### config.mk
export PLATFORM = sky130hd
export DESIGN_NAME = cpu_boot_seq_flat
export DESIGN_NICKNAME = d
export VERILOG_FILES = /design/src/rtl/cpu_boot_if.sv /design/src/rtl/cpu_boot_seq.sv /design/src/flat_wrapper.sv
export SDC_FILE = /design/constraint.sdc
export NUM_CORES = 1
export LEC_CHECK = 0
export CORE_MARGIN = 5
export CORE_UTILIZATION = 39
export CTS_CLUSTER_DIAMETER = 30
export CTS_CLUSTER_SIZE = 40
export DETAILED_ROUTE_END_ITERATION = 7
export PLACE_DENSITY = 0.75
export SLEW_MARGIN = 0
export SYNTH_ARGS = -nofsm -noshare
export SYNTH_HDL_FRONTEND = slang
export SYNTH_SLANG_ARGS = --single-unit
### constraint.sdc
create_clock -name clk -period 1.9 [get_ports clk]
set_input_delay 0.285 -clock clk [delete_from_list [all_inputs] [get_ports clk]]
set_output_delay 0.285 -clock clk [all_outputs]
set_load 0.02 [all_outputs]
### src/rtl/cpu_boot_if.sv
// cpu_boot_if: host/CPU-side handshake and status bundle for cpu_boot_seq
interface cpu_boot_if;
  logic        load_req;
  logic        halt_req;
  logic [15:0] wr_data;
  logic        wr_valid;
  logic        wr_ready;
  logic [1:0]  cpu_rst;
  logic [15:0] par;
  logic        boot_done;
  logic [10:0] word_cnt;
  logic        busy;
  logic        err;
  modport master (
    output load_req, halt_req, wr_data, wr_valid,
    input  wr_ready, cpu_rst, par, boot_done, word_cnt, busy, err
  );
  modport slave (
    input  load_req, halt_req, wr_data, wr_valid,
    output wr_ready, cpu_rst, par, boot_done, word_cnt, busy, err
  );
endinterface

### src/rtl/cpu_boot_seq.sv
// cpu_boot_seq: streams host code words into the CPU and releases it to run; define CPU_BOOT_CKSUM_EN for the trailer checksum check
module cpu_boot_seq #(
  parameter int          BOOT_WORDS = 1024,
  parameter logic [15:0] NOP_WORD   = 16'h8000
) (
  input logic       clk,
  input logic       rst_n,
  cpu_boot_if.slave bus
);
  typedef enum logic [2:0] {IDLE, LOAD, CHECK, SYNC, RUN, ERROR} state_e;
  localparam logic [10:0] LAST = 11'(BOOT_WORDS - 1);
  state_e      state_q, state_d;
  logic [10:0] word_cnt_q, word_cnt_d;
  logic        err_q, err_d;
  logic [1:0]  cpu_rst_q;
  logic        wr_ready_q, boot_done_q, busy_q;
  logic        start;
`ifdef CPU_BOOT_CKSUM_EN
  logic [15:0] cksum_q, cksum_d;
  localparam state_e FULL_ST = CHECK;
`else
  localparam state_e FULL_ST = SYNC;
`endif
  assign start = bus.load_req && !bus.halt_req;
  always_comb begin
    state_d    = state_q;
    word_cnt_d = word_cnt_q;
    err_d      = err_q;
`ifdef CPU_BOOT_CKSUM_EN
    cksum_d    = cksum_q;
`endif
    case (state_q)
      IDLE, RUN, ERROR: begin
        if (bus.halt_req) begin
          state_d = IDLE;
        end else if (bus.load_req) begin
          state_d    = LOAD;
          word_cnt_d = '0;
          err_d      = (state_q == ERROR) ? 1'b0 : err_q;
`ifdef CPU_BOOT_CKSUM_EN
          cksum_d    = '0;
`endif
        end
      end
      LOAD: begin
        if (bus.halt_req) begin
          state_d = IDLE;
          err_d   = 1'b1;
        end else if (!bus.wr_valid) begin
          state_d = ERROR;
          err_d   = 1'b1;
        end else begin
          // the 11-bit count wraps at 2048, so completion is keyed off the pre-increment value
          word_cnt_d = word_cnt_q + 11'd1;
          state_d    = (word_cnt_q == LAST) ? FULL_ST : LOAD;
`ifdef CPU_BOOT_CKSUM_EN
          cksum_d    = cksum_q + bus.wr_data;
`endif
        end
      end
`ifdef CPU_BOOT_CKSUM_EN
      CHECK: begin
        if (bus.halt_req) begin
          state_d = IDLE;
          err_d   = 1'b1;
        end else if (bus.wr_valid) begin
          state_d = (bus.wr_data == cksum_q) ? SYNC : ERROR;
          err_d   = err_q || (bus.wr_data != cksum_q);
        end
      end
`endif
      SYNC: begin
        state_d = bus.halt_req ? IDLE : RUN;
        err_d   = err_q || bus.halt_req;
      end
      default: state_d = IDLE;
    endcase
  end
  always_ff @(posedge clk or negedge rst_n) begin
    if (!rst_n) begin
      state_q     <= IDLE;
      word_cnt_q  <= '0;
      err_q       <= 1'b0;
      cpu_rst_q   <= 2'b00;
      wr_ready_q  <= 1'b0;
      boot_done_q <= 1'b0;
      busy_q      <= 1'b0;
    end else begin
      state_q     <= state_d;
      word_cnt_q  <= word_cnt_d;
      err_q       <= err_d;
      cpu_rst_q   <= (state_d == LOAD) ? 2'b01 : (state_d == SYNC || state_d == RUN) ? 2'b10 : 2'b00;
      wr_ready_q  <= (state_d == LOAD) || (state_d == CHECK);
      boot_done_q <= (state_d == SYNC);
      busy_q      <= (state_d == LOAD) || (state_d == CHECK) || (state_d == SYNC);
    end
  end
`ifdef CPU_BOOT_CKSUM_EN
  always_ff @(posedge clk or negedge rst_n) begin
    if (!rst_n) cksum_q <= '0;
    else        cksum_q <= cksum_d;
  end
`endif
  assign bus.par       = (state_q == LOAD) ? bus.wr_data : NOP_WORD;
  assign bus.cpu_rst   = cpu_rst_q;
  assign bus.wr_ready  = wr_ready_q;
  assign bus.boot_done = boot_done_q;
  assign bus.word_cnt  = word_cnt_q;
  assign bus.busy      = busy_q;
  assign bus.err       = err_q;
  logic unused_start;
  assign unused_start = start;
endmodule

### src/flat_wrapper.sv
// flat-port wrapper written by rule: the top's interface ports become plain ports
module cpu_boot_seq_flat 
#(
  parameter int          BOOT_WORDS = 1024,
  parameter logic [15:0] NOP_WORD   = 16'h8000
)
  (clk, rst_n, bus_load_req, bus_halt_req, bus_wr_data, bus_wr_valid, bus_wr_ready, bus_cpu_rst, bus_par, bus_boot_done, bus_word_cnt, bus_busy, bus_err);
  cpu_boot_if bus_i ();
  input logic clk;
  input logic rst_n;
  input wire logic [$bits(bus_i.load_req)-1:0] bus_load_req;
  input wire logic [$bits(bus_i.halt_req)-1:0] bus_halt_req;
  input wire logic [$bits(bus_i.wr_data)-1:0] bus_wr_data;
  input wire logic [$bits(bus_i.wr_valid)-1:0] bus_wr_valid;
  output wire logic [$bits(bus_i.wr_ready)-1:0] bus_wr_ready;
  output wire logic [$bits(bus_i.cpu_rst)-1:0] bus_cpu_rst;
  output wire logic [$bits(bus_i.par)-1:0] bus_par;
  output wire logic [$bits(bus_i.boot_done)-1:0] bus_boot_done;
  output wire logic [$bits(bus_i.word_cnt)-1:0] bus_word_cnt;
  output wire logic [$bits(bus_i.busy)-1:0] bus_busy;
  output wire logic [$bits(bus_i.err)-1:0] bus_err;
  assign bus_i.load_req = bus_load_req;
  assign bus_i.halt_req = bus_halt_req;
  assign bus_i.wr_data = bus_wr_data;
  assign bus_i.wr_valid = bus_wr_valid;
  assign bus_wr_ready = bus_i.wr_ready;
  assign bus_cpu_rst = bus_i.cpu_rst;
  assign bus_par = bus_i.par;
  assign bus_boot_done = bus_i.boot_done;
  assign bus_word_cnt = bus_i.word_cnt;
  assign bus_busy = bus_i.busy;
  assign bus_err = bus_i.err;
  cpu_boot_seq #(.BOOT_WORDS(BOOT_WORDS), .NOP_WORD(NOP_WORD)) u_core (.clk(clk), .rst_n(rst_n), .bus(bus_i));
endmodule
==> results.yml <==
clock_network:
  numCtsBuffers: 3
  clock_path_buffers: 2
  clockRootBuffer: "clkbuf_4"
  clk_latency_ns: 0.30
  cts_tree: "built"
  clock-sinks: 20
  path_clk_slew_ns: 0.11
  hold_buffers: 0
  htree_levels: 1
synth:
  synth_cell_type_count: 30
  yosys.area_share.simple_pct: 30.1
  synth_fa_ha_area_share_pct: 1.16
  synth_compound_area_share_pct: 14.9
  synthTopCellsByArea: "dfrtp_1 46%, and2_1 8.7%, o31ai_1 4.9%"
  synth_top_area_share_pct: 46.3
  yosysTopAreaCell: "dfrtp_1"
  yosysMostFrequentCell: "dfrtp_1"
  synth_mux_area_share_pct: 2.78
  synth_nets: 138
  synth_async_sr_flop_share_pct: 100
  netlist_area_um2: 1080
  syn_area_per_cell_um2: 9.32
  synth_seq_cells: 20
  synth-xor-area-share_pct: 0
  syn_inst: 116
  synth-edff-count: 0
  synth_top_family_by_area: "simple AND/OR/NAND/NOR gates"
  yosys_warnings: 0
  ys_seq_area_share_pct: 46.3
  ys.flop_type: "dfrtp_1"
  ys_top_cells_by_count: "20 x dfrtp_1, 15 x and2_1, 8 x a21oi_1, 8 x nor2_1"
critical_path:
  reg2reg_from: "u_core.state_q[2]$_DFF_PN0_"
  r2r-end: "u_core.bus.word_cnt[9]$_DFFE_PN0P_"
  rrSetupSlack_ns: 0.08
  reg2regPathDepth: 6
  worstPathMaxFanout: 21
  cp.required_ns: 2.13
  start_kind: "register"
  cp_data_arrival_time_ns: 2.05
  critPathKind: "reg -> reg"
  cp-end-kind: "register"
route:
  antenna_left: 0
  routedWlPerCell_um: 14.5
  drtIter0Drc: 42
  detail_route.wirelength_um: 3110
  vias: 1149
  via_per_inst: 5.34
  drc: 0
  firstDrtPassIters: 4
grt:
  grt_max_degree: 22
  grt-ovfl-total: 0
  antenna_found_initial: 0
  grt_pass1_vias: 1171
  grt.total_usage_pct: 15.8
  grt_pass1_wl_um: 5150
floorplanning:
  die_area_um2: 3930
  chipWidth_um: 62.7
  die_y_um: 62.7
  pin_count: 54
  rows: 19
  start_util_pct: 39.9
  design.core.area_um2: 2710
timing:
  skew_ns: 0.00638
  max_freq_mhz: 550
  finalHoldViolations: 0
  relSlewSlack_pct: 75.3
  worst_pin_slew_ns: 0.366
  final.min_clock_period_ns: 1.82
  tns_ns: 0
  hold_ws_ns: 0.315
  period_share_pct: 95.6
  slew_viol_final: 0
  rsz0062_at_grt: "false"
  setup_viol: 0
power_and_ir_drop:
  switching_share_pct: 29.4
  p_comb_share_pct: 26.9
  peakVddDrop_v: 0.000360
  p_clk_share_pct: 22.2
  power_density_nw_per_um2: 530
  p_int_mw: 0.637
  power_leakage_nw: 0.743
  p_switching_mw: 0.265
  p_seq_share_pct: 50.9
placement:
  place.gp.congestion: 0.896
  io_buffers: 53
  dp.cells: 211
  placed_area_um2: 1740
  hpwl_um: 2450
cells_and_area:
  fillers: 243
  final_util_pct: 62.8
  area_delta_synth_final_pct: 57.5
  post_route_cells_drive_above_1_share_pct: 21.7
  antennaDiodeCount: 0
  fin_cells: 215
  multiInputGateArea_um2: 537
  final_area_um2: 1700
  register_area_um2: 500
  fin_nets: 208
status:
  outcome: "finished clean"
flow_run:
  maxCapViolations: 0
worst_hold_path:
  hp-class: "in -> async"
==> flip-flops by register name (all words and copies together) (netlist names) <==
signal                flops
u_core.bus.boot_done      1
u_core.bus.cpu_rst        2
u_core.bus.wr_ready       1
u_core.bus.err            1
u_core.bus.word_cnt      11
u_core.state_q            3
u_core.bus.busy           1
==> routing by layer <==
metal  wire length (um)  global-route usage [%]
met1               1290                    18.6
met2               1530                    27.2
met3                275                    6.12
met4                 14                    2.92
met5                  0                       0
==> cells in the final DEF (no fill, tap or decap), types with 3 or more instances in the layout <==
master           instances
buf_4                   17
and2_1                  15
clkbuf_2                15
mux2i_1                  3
dfrtp_1                 20
nor3_1                   5
or4_1                    6
o31ai_1                  7
nand3_1                  5
clkbuf_4                 3
nor2_1                   8
a21oi_1                  7
clkdlybuf4s50_1         37
o21ai_0                  4
nand2_1                  5
inv_1                    6
==> through the flow <==
stage	power [mW]	setup slack (ns)
2_1_floorplan	0.576	0.320
3_3_place_gp	0.723	0.0175
4_1_cts	0.917	0.00140
5_1_grt	0.945	0.00255
6_report	0.902	0.0834
3_5_place_dp	0.730	-0.0765
==> worst max-delay path: stages, from the launching register on <==
cell and delay [ns]:
dfrtp_1 0.40, buf_4 0.15, and2b_2 0.26, mux2i_1 0.08, buf_4 0.20, or4_1 0.51
a21oi_1 0.16
==> kinds of logic after synthesis <==
kind of cell    after synthesis
compound gates               25
fa+ha+maj                     1
buf+inv                      11
flops                        20
mux                           3
simple gates                 56
==> layout make-up <==
class	instances	area share [%]
multi-input combinational	85	31.5
clock buffer	3	1.32
sequential	20	29.4
timing repair buffer	70	34.2
tap	31	2.28
inverter	6	1.32
==> worst max path at each step <==
stage / start / endpoint / slack [ns] / depth (start not counted)
after floorplan: u_core.state_q[1]$_DFF_PN0_ / u_core.bus.word_cnt[2]$_DFFE_PN0P_ / 0.32 / 5
final: u_core.state_q[2]$_DFF_PN0_ / u_core.bus.word_cnt[9]$_DFFE_PN0P_ / 0.08 / 6
after CTS: u_core.state_q[2]$_DFF_PN0_ / bus_par[9] / 0.001 / 5
after global placement: bus_halt_req / u_core.bus.word_cnt[5]$_DFFE_PN0P_ / 0.02 / 5
after detailed placement: bus_halt_req / u_core.bus.word_cnt[5]$_DFFE_PN0P_ / -0.08 / 5
after global routing: u_core.state_q[2]$_DFF_PN0_ / u_core.bus.word_cnt[9]$_DFFE_PN0P_ / 0.003 / 6
==> what timing repair did <==
action,CTS,global route
gates cloned,0,0
pin swaps,0,1
setup buffers,0,1
endpoints found under the setup margin,16,19
gates resized for setup,31,17
==> power by group through the flow <==
| stage | sequential (mW) | combinational (mW) | clock (mW) |
|---|---|---|---|
| 2_1_floorplan | 0.483 | 0.0933 | 0 |
| 3_3_place_gp | 0.466 | 0.257 | 0 |
| 3_5_place_dp | 0.467 | 0.262 | 0 |
| 4_1_cts | 0.459 | 0.254 | 0.203 |
| 5_1_grt | 0.462 | 0.264 | 0.219 |
| 6_report | 0.459 | 0.242 | 0.201 |
Power figures use the tool's default switching activity.
